### config.mk
export PLATFORM = sky130hd
export DESIGN_NAME = adc_sample_averager
export DESIGN_NICKNAME = d
export VERILOG_FILES = /design/src/rtl/adc_sample_averager.sv
export SDC_FILE = /design/constraint.sdc
export NUM_CORES = 1
export LEC_CHECK = 0
export ABC_CLOCK_PERIOD_IN_PS = 2800
export CAP_MARGIN = 20
export CORE_MARGIN = 3
export CORE_UTILIZATION = 40
export DETAILED_ROUTE_END_ITERATION = 8
export PLACE_DENSITY = 0.69
export SYNTH_ARGS = -nofsm -noshare
export SYNTH_HDL_FRONTEND = slang
export SYNTH_SLANG_ARGS = --single-unit
### constraint.sdc
create_clock -name clk_2Mhz -period 2.8 [get_ports clk_2Mhz]
set_clock_uncertainty 0.1 [all_clocks]
set_input_delay 0.56 -clock clk_2Mhz [delete_from_list [all_inputs] [get_ports clk_2Mhz]]
set_output_delay 0.56 -clock clk_2Mhz [all_outputs]
set_load 0.02 [all_outputs]
### src/rtl/adc_sample_averager.sv
// adc_sample_averager: discards post-reset settling samples, then block-averages
// 2^LOG2_N accepted ADC words into a decimated output with a one-cycle strobe.
// Also keeps running min/max and a sticky full-scale flag for the display.
module adc_sample_averager #(
    parameter int DATA_W = 16,
    parameter int LOG2_N = 4,
    parameter int SETTLE = 8
) (
    input  logic              clk_2Mhz,
    input  logic              reset,
    input  logic [DATA_W-1:0] sample_in,
    input  logic              sample_valid,
    input  logic              hold,
    input  logic              peak_clear,
    output logic [DATA_W-1:0] avg_out,
    output logic              avg_valid,
    output logic [DATA_W-1:0] max_out,
    output logic [DATA_W-1:0] min_out,
    output logic              overrange,
    output logic              settled
);

    localparam int ACC_W  = DATA_W + LOG2_N;
    localparam int SCNT_W = (SETTLE < 1) ? 1 : $clog2(SETTLE + 1);

    localparam logic [SCNT_W-1:0] SETTLE_LAST = (SETTLE == 0) ? '0 : SCNT_W'(SETTLE - 1);
    localparam logic [SCNT_W-1:0] SCNT_ONE    = SCNT_W'(1);
    localparam logic [LOG2_N-1:0] WIN_ONE     = LOG2_N'(1);

    typedef enum logic {
        S_SETTLE = 1'b0,
        S_ACCUM  = 1'b1
    } state_t;

    state_t             state;
    logic [SCNT_W-1:0]  settle_cnt;
    logic [LOG2_N-1:0]  win_cnt;
    logic [ACC_W-1:0]   acc;
    logic [ACC_W-1:0]   window_sum;
    logic               accepted;

    // Running sum including the current sample; the Nth sample's average comes from this.
    always_comb begin
        window_sum = acc + ACC_W'(sample_in);
        accepted   = (state == S_ACCUM) && sample_valid;
    end

    // Settling/averaging FSM, window accumulator and averaged output.
    always_ff @(posedge clk_2Mhz) begin
        if (reset) begin
            state      <= S_SETTLE;
            settle_cnt <= '0;
            win_cnt    <= '0;
            acc        <= '0;
            avg_out    <= '0;
            avg_valid  <= 1'b0;
            settled    <= 1'b0;
        end else begin
            avg_valid <= 1'b0;
            case (state)
                S_SETTLE: begin
                    if (SETTLE == 0) begin
                        state   <= S_ACCUM;
                        settled <= 1'b1;
                    end else if (sample_valid) begin
                        settle_cnt <= settle_cnt + SCNT_ONE;
                        if (settle_cnt == SETTLE_LAST) begin
                            state   <= S_ACCUM;
                            settled <= 1'b1;
                        end
                    end
                end
                S_ACCUM: begin
                    if (sample_valid) begin
                        if (win_cnt == '1) begin
                            // Window closes regardless of hold; hold only suppresses publishing.
                            if (!hold) begin
                                avg_out   <= window_sum[ACC_W-1:LOG2_N];
                                avg_valid <= 1'b1;
                            end
                            acc     <= '0;
                            win_cnt <= '0;
                        end else begin
                            acc     <= window_sum;
                            win_cnt <= win_cnt + WIN_ONE;
                        end
                    end
                end
                default: state <= S_SETTLE;
            endcase
        end
    end

    // Peak and overrange tracking over samples accepted after settling.
    always_ff @(posedge clk_2Mhz) begin
        if (reset) begin
            max_out   <= '0;
            min_out   <= '1;
            overrange <= 1'b0;
        end else if (peak_clear) begin
            if (accepted) begin
                max_out   <= sample_in;
                min_out   <= sample_in;
                overrange <= (sample_in == '1);
            end else begin
                max_out   <= '0;
                min_out   <= '1;
                overrange <= 1'b0;
            end
        end else if (accepted) begin
            if (sample_in > max_out) begin
                max_out <= sample_in;
            end
            if (sample_in < min_out) begin
                min_out <= sample_in;
            end
            if (sample_in == '1) begin
                overrange <= 1'b1;
            end
        end
    end

endmodule

==> qor.csv <==
stage,metric,value,unit
synth,synth_top_area_share,0.353,
global_routing,grt_util_all_layers,0.203,
setup_path,critical_path.startpoint_type,primary input,
clock_network,cts_made_buffers,9,
placed_design,post_detail_place_hpwl,9.78,mm
synth,synth_edf_count,0,
sta,grt_setup_unrepaired,true,
sta,timing.hold.ws,0.359,ns
setup_path,maximum_cell_stage_delay_along_the_critical_path,0.52,ns
clock_network,clk_root_buffer_cell,sky130_fd_sc_hd__clkbuf_16,
synth,synthesis.nets,598,
clock_network,path_clk_slew,0.06,ns
synth,synth-adder-area-share,0.140,
power,power_per_cell_area,412,nW/um2
clock_network,cts-root-to-sink-buffers,2,
die,rows,38,
die,fp.dieArea,12700,um2
finish,areaGrowthSynthToFinish,37.8,%
die,initial_core_utilization,0.413,
synth,synth-async-reset-ratio,0,
placed_design,dp.cells,787,
setup_path,critPathSlowestCell,sky130_fd_sc_hd__clkdlybuf4s50_1,
synth,synthTopCellsByArea,"sky130_fd_sc_hd__dfxtp_1 35%, sky130_fd_sc_hd__ha_1 14%, sky130_fd_sc_hd__a21oi_1 4.7%, sky130_fd_sc_hd__nor2_1 4.4%, sky130_fd_sc_hd__nand2_1 3.7%",
clock_network,ctsHoldBuffers,0,
die,ios,72,
routing,routed_via_density,5.51,
routing,ant_nets,0,
synth,post_synth_xor_area_fraction,0.0290,
setup_path,worstPathRequired,2.93,ns
global_routing,first_global_vias,4384,
routing,dr_total_vias,4422,
clock_network,cts_sinks,80,
setup_path,worst_path_dominant_cell_family,compound AO/OA/AOI/OAI gates,
synth,synth.yosys.warnings,0,
clock_network,clkLatencyLatePin,0.34,ns
setup_path,cp_num_buf_inv,1,
sta,period_minus_slack,2.71,ns
synth,dominant_combinational_cell_family_by_area_after_synthesis,compound AO/OA/AOI/OAI gates,
sta,final-max-slew-violation-count,0,
global_routing,grt_pass1_wl,21.2,mm
global_routing,grt_start_max_net_pins,29,
sta,finalCritPeriodShare,0.967,
finish,fillCellCount,961,
synth,ys_dominant_reg_cell,sky130_fd_sc_hd__dfxtp_1,
sta,achievable-frequency,369,MHz
global_routing,globalRouteOverflowTotal,0,
synth,yosys.cell_types.count,61,
synth,synth_simple_gate_area_share,0.177,
routing,route.final.wire_length,12.8,mm
finish,fin_nets,729,
setup_path,cp_max_fo,5,
sta,setup_viol,0,
placed_design,routability_driven_placement_congestion_ratio,0.850,
finish,post-route-cell-area,6250,um2
routing,drt_first_iter_violations,264,
synth,synth_cells,527,
die,core-area,11000,um2
sta,finalSetupTns,0,ns
placed_design,io_buffers,71,
global_routing,antenna_found_initial,0,
finish,commonest_non_fill_non_tap_cell_in_the_layout,sky130_fd_sc_hd__dfxtp_1,
clock_network,tritoncts_clock_tree,yes,
synth,synth-seq-cells,80,
routing,drt_drc_violations_left,0,
routing,detail_route.first_pass.iterations,5,
sta,timing.max_slew.rel_slack,0.666,
finish,instances_no_fill,803,
synth,netlist_area,4540,um2
sta,worst-slew-pin-transition,0.499,ns
worst_hold_path,hp-class,reg -> reg,
power,total_leakage_power,2.71,nW
sta,finalHoldViolCount,0,
setup_path,crit_path_cell_trace,clkdlybuf4s50_1 -> ha_1 -> nand4_1 -> nor3_2 -> o21bai_2 -> a2111o_1 -> o21ai_2 -> nor4b_1 -> a211o_1,
finish,layout.cells.most_common_list,"80 x sky130_fd_sc_hd__dfxtp_1, 68 x sky130_fd_sc_hd__clkdlybuf4s50_1, 66 x sky130_fd_sc_hd__buf_4, 53 x sky130_fd_sc_hd__nor2_1, 48 x sky130_fd_sc_hd__ha_1",
synth,avgSynthCellArea,8.61,um2
finish,drive_above_1_share,0.158,
run,drv.max_cap_violation_count,0,
synth,synthMuxAreaShare,0.00221,
power,vdd.ir_drop.worst,0.333,mV
finish,insertedDiodeCount,0,
status,outcome,"complete, no violations",
setup_path,path_class,in -> reg,
routing,drt-wirelength-per-cell,16.0,um
clock_network,clock_tree.htree_level_count,3,
die,die_boundary_width,113,um
synth,synth_compound_area_frac,0.245,
setup_path,worst_ep_arrival_time,2.84,ns
setup_path,critPathCaptureType,flip-flop,
synth,synth_seq_area_share,0.353,
die,floorplan.die.height,113,um
placed_design,placed_cell_area,5880,um2
synth,netlist.top_cell.by_area,sky130_fd_sc_hd__dfxtp_1,
[sequential cells by signal (all words and copies together) (netlist names)]
name,count
max_out,16
state,1
overrange,1
avg_valid,1
settled,1
acc,20
win_cnt,4
min_out,16
settle_cnt,4
avg_out,16
[path summary, 6_finish.rpt]
path / depth (start not counted) / slack, ns / from / to
hold / removal: 2 / 0.36 / avg_out[12] / avg_out[12]
setup / recovery: 9 / 0.09 / sample_in[5] / avg_out[15]
hold reg to reg: 2 / 0.36 / avg_out[12] / avg_out[12]
setup reg to reg: 7 / 0.47 / max_out[15] / max_out[3]
[worst min-delay path: cells and delay by family, from the launching register on]
family | cells | cell delay, ns
AO/OA/AOI/OAI | 1 | 0.05
flip-flops | 1 | 0.31
AND/OR/NAND/NOR | 1 | 0.05
[metrics by stage]
step,utilization,power (mW),setup slack [ns]
4_1_cts,0.562,2.58,0.00922
2_1_floorplan,-,1.28,0.279
3_5_place_dp,0.535,1.40,-0.308
6_report,0.569,2.57,0.0935
5_1_grt,0.569,2.66,-0.00148
3_3_place_gp,0.535,1.39,-0.248
[synth_stat cells (3+ instances only)]
library cell               number
sky130_fd_sc_hd__o21a_1         3
sky130_fd_sc_hd__nand3b_1       4
sky130_fd_sc_hd__or3_1          5
sky130_fd_sc_hd__nand2_1       45
sky130_fd_sc_hd__o21ai_1        3
sky130_fd_sc_hd__a31oi_1        5
sky130_fd_sc_hd__nand3_1       12
sky130_fd_sc_hd__ha_1          49
sky130_fd_sc_hd__clkbuf_1      12
sky130_fd_sc_hd__xnor2_1        6
sky130_fd_sc_hd__nand4_1       13
sky130_fd_sc_hd__a211oi_1       4
sky130_fd_sc_hd__a211o_1        3
sky130_fd_sc_hd__o22a_1        16
sky130_fd_sc_hd__a21o_1        17
sky130_fd_sc_hd__a21oi_1       43
sky130_fd_sc_hd__a22o_1        16
sky130_fd_sc_hd__nor3b_1        3
sky130_fd_sc_hd__buf_2          5
sky130_fd_sc_hd__nand2b_1       4
sky130_fd_sc_hd__a22oi_1        8
sky130_fd_sc_hd__nor2_1        53
sky130_fd_sc_hd__and3_1         3
sky130_fd_sc_hd__nor3_1        14
sky130_fd_sc_hd__o211ai_1       4
sky130_fd_sc_hd__o21ai_0        9
sky130_fd_sc_hd__xor2_1         9
sky130_fd_sc_hd__dfxtp_1       80
sky130_fd_sc_hd__inv_1         40
[routing by layer]
layer / up-vias / track usage / share of wire / routed length (um)
met5: - / 0 / 0 / 0
met4: 0 / 0.0753 / 0.023 / 297
met3: 26 / 0.0286 / 0.046 / 594
met2: 138 / 0.339 / 0.47 / 6030
met1: 2089 / 0.266 / 0.46 / 5890
li1: 2169 / - / - / -
[power breakdown]
part / internal (mW) / switching [mW] / leakage [nW]
clock: 0.694 / 0.497 / 0.135
sequential: 1.14 / 0.00565 / 0.645
combinational: 0.111 / 0.124 / 1.93
[cell type report]
class,instances,area [um2],share of cell area
Inverter,40,150,0.0240
Clock inverter,6,70.1,0.0112
Clock buffer,10,229,0.0366
Sequential cell,80,1600,0.256
Tap cell,140,175,0.0280
Timing Repair Buffer,140,1270,0.203
Multi-Input combinational cell,387,2760,0.441
[cell families (layout without fill, tap and decap cells)]
| group | after synthesis | in the layout |
|---|---|---|
| XOR/XNOR | 15 | 15 |
| flip-flops | 80 | 80 |
| AND/OR/NAND/NOR | 167 | 167 |
| AO/OA/AOI/OAI | 154 | 154 |
| buffers and inverters | 60 | 196 |
| multiplexers | 1 | 1 |
| adder cells (fa/ha/maj) | 50 | 50 |
[timing repair]
item                       CTS  global route
resized for setup            0            14
setup endpoints to repair    0            43
buffers inserted             0             0
(Power assumes the default switching activity.)
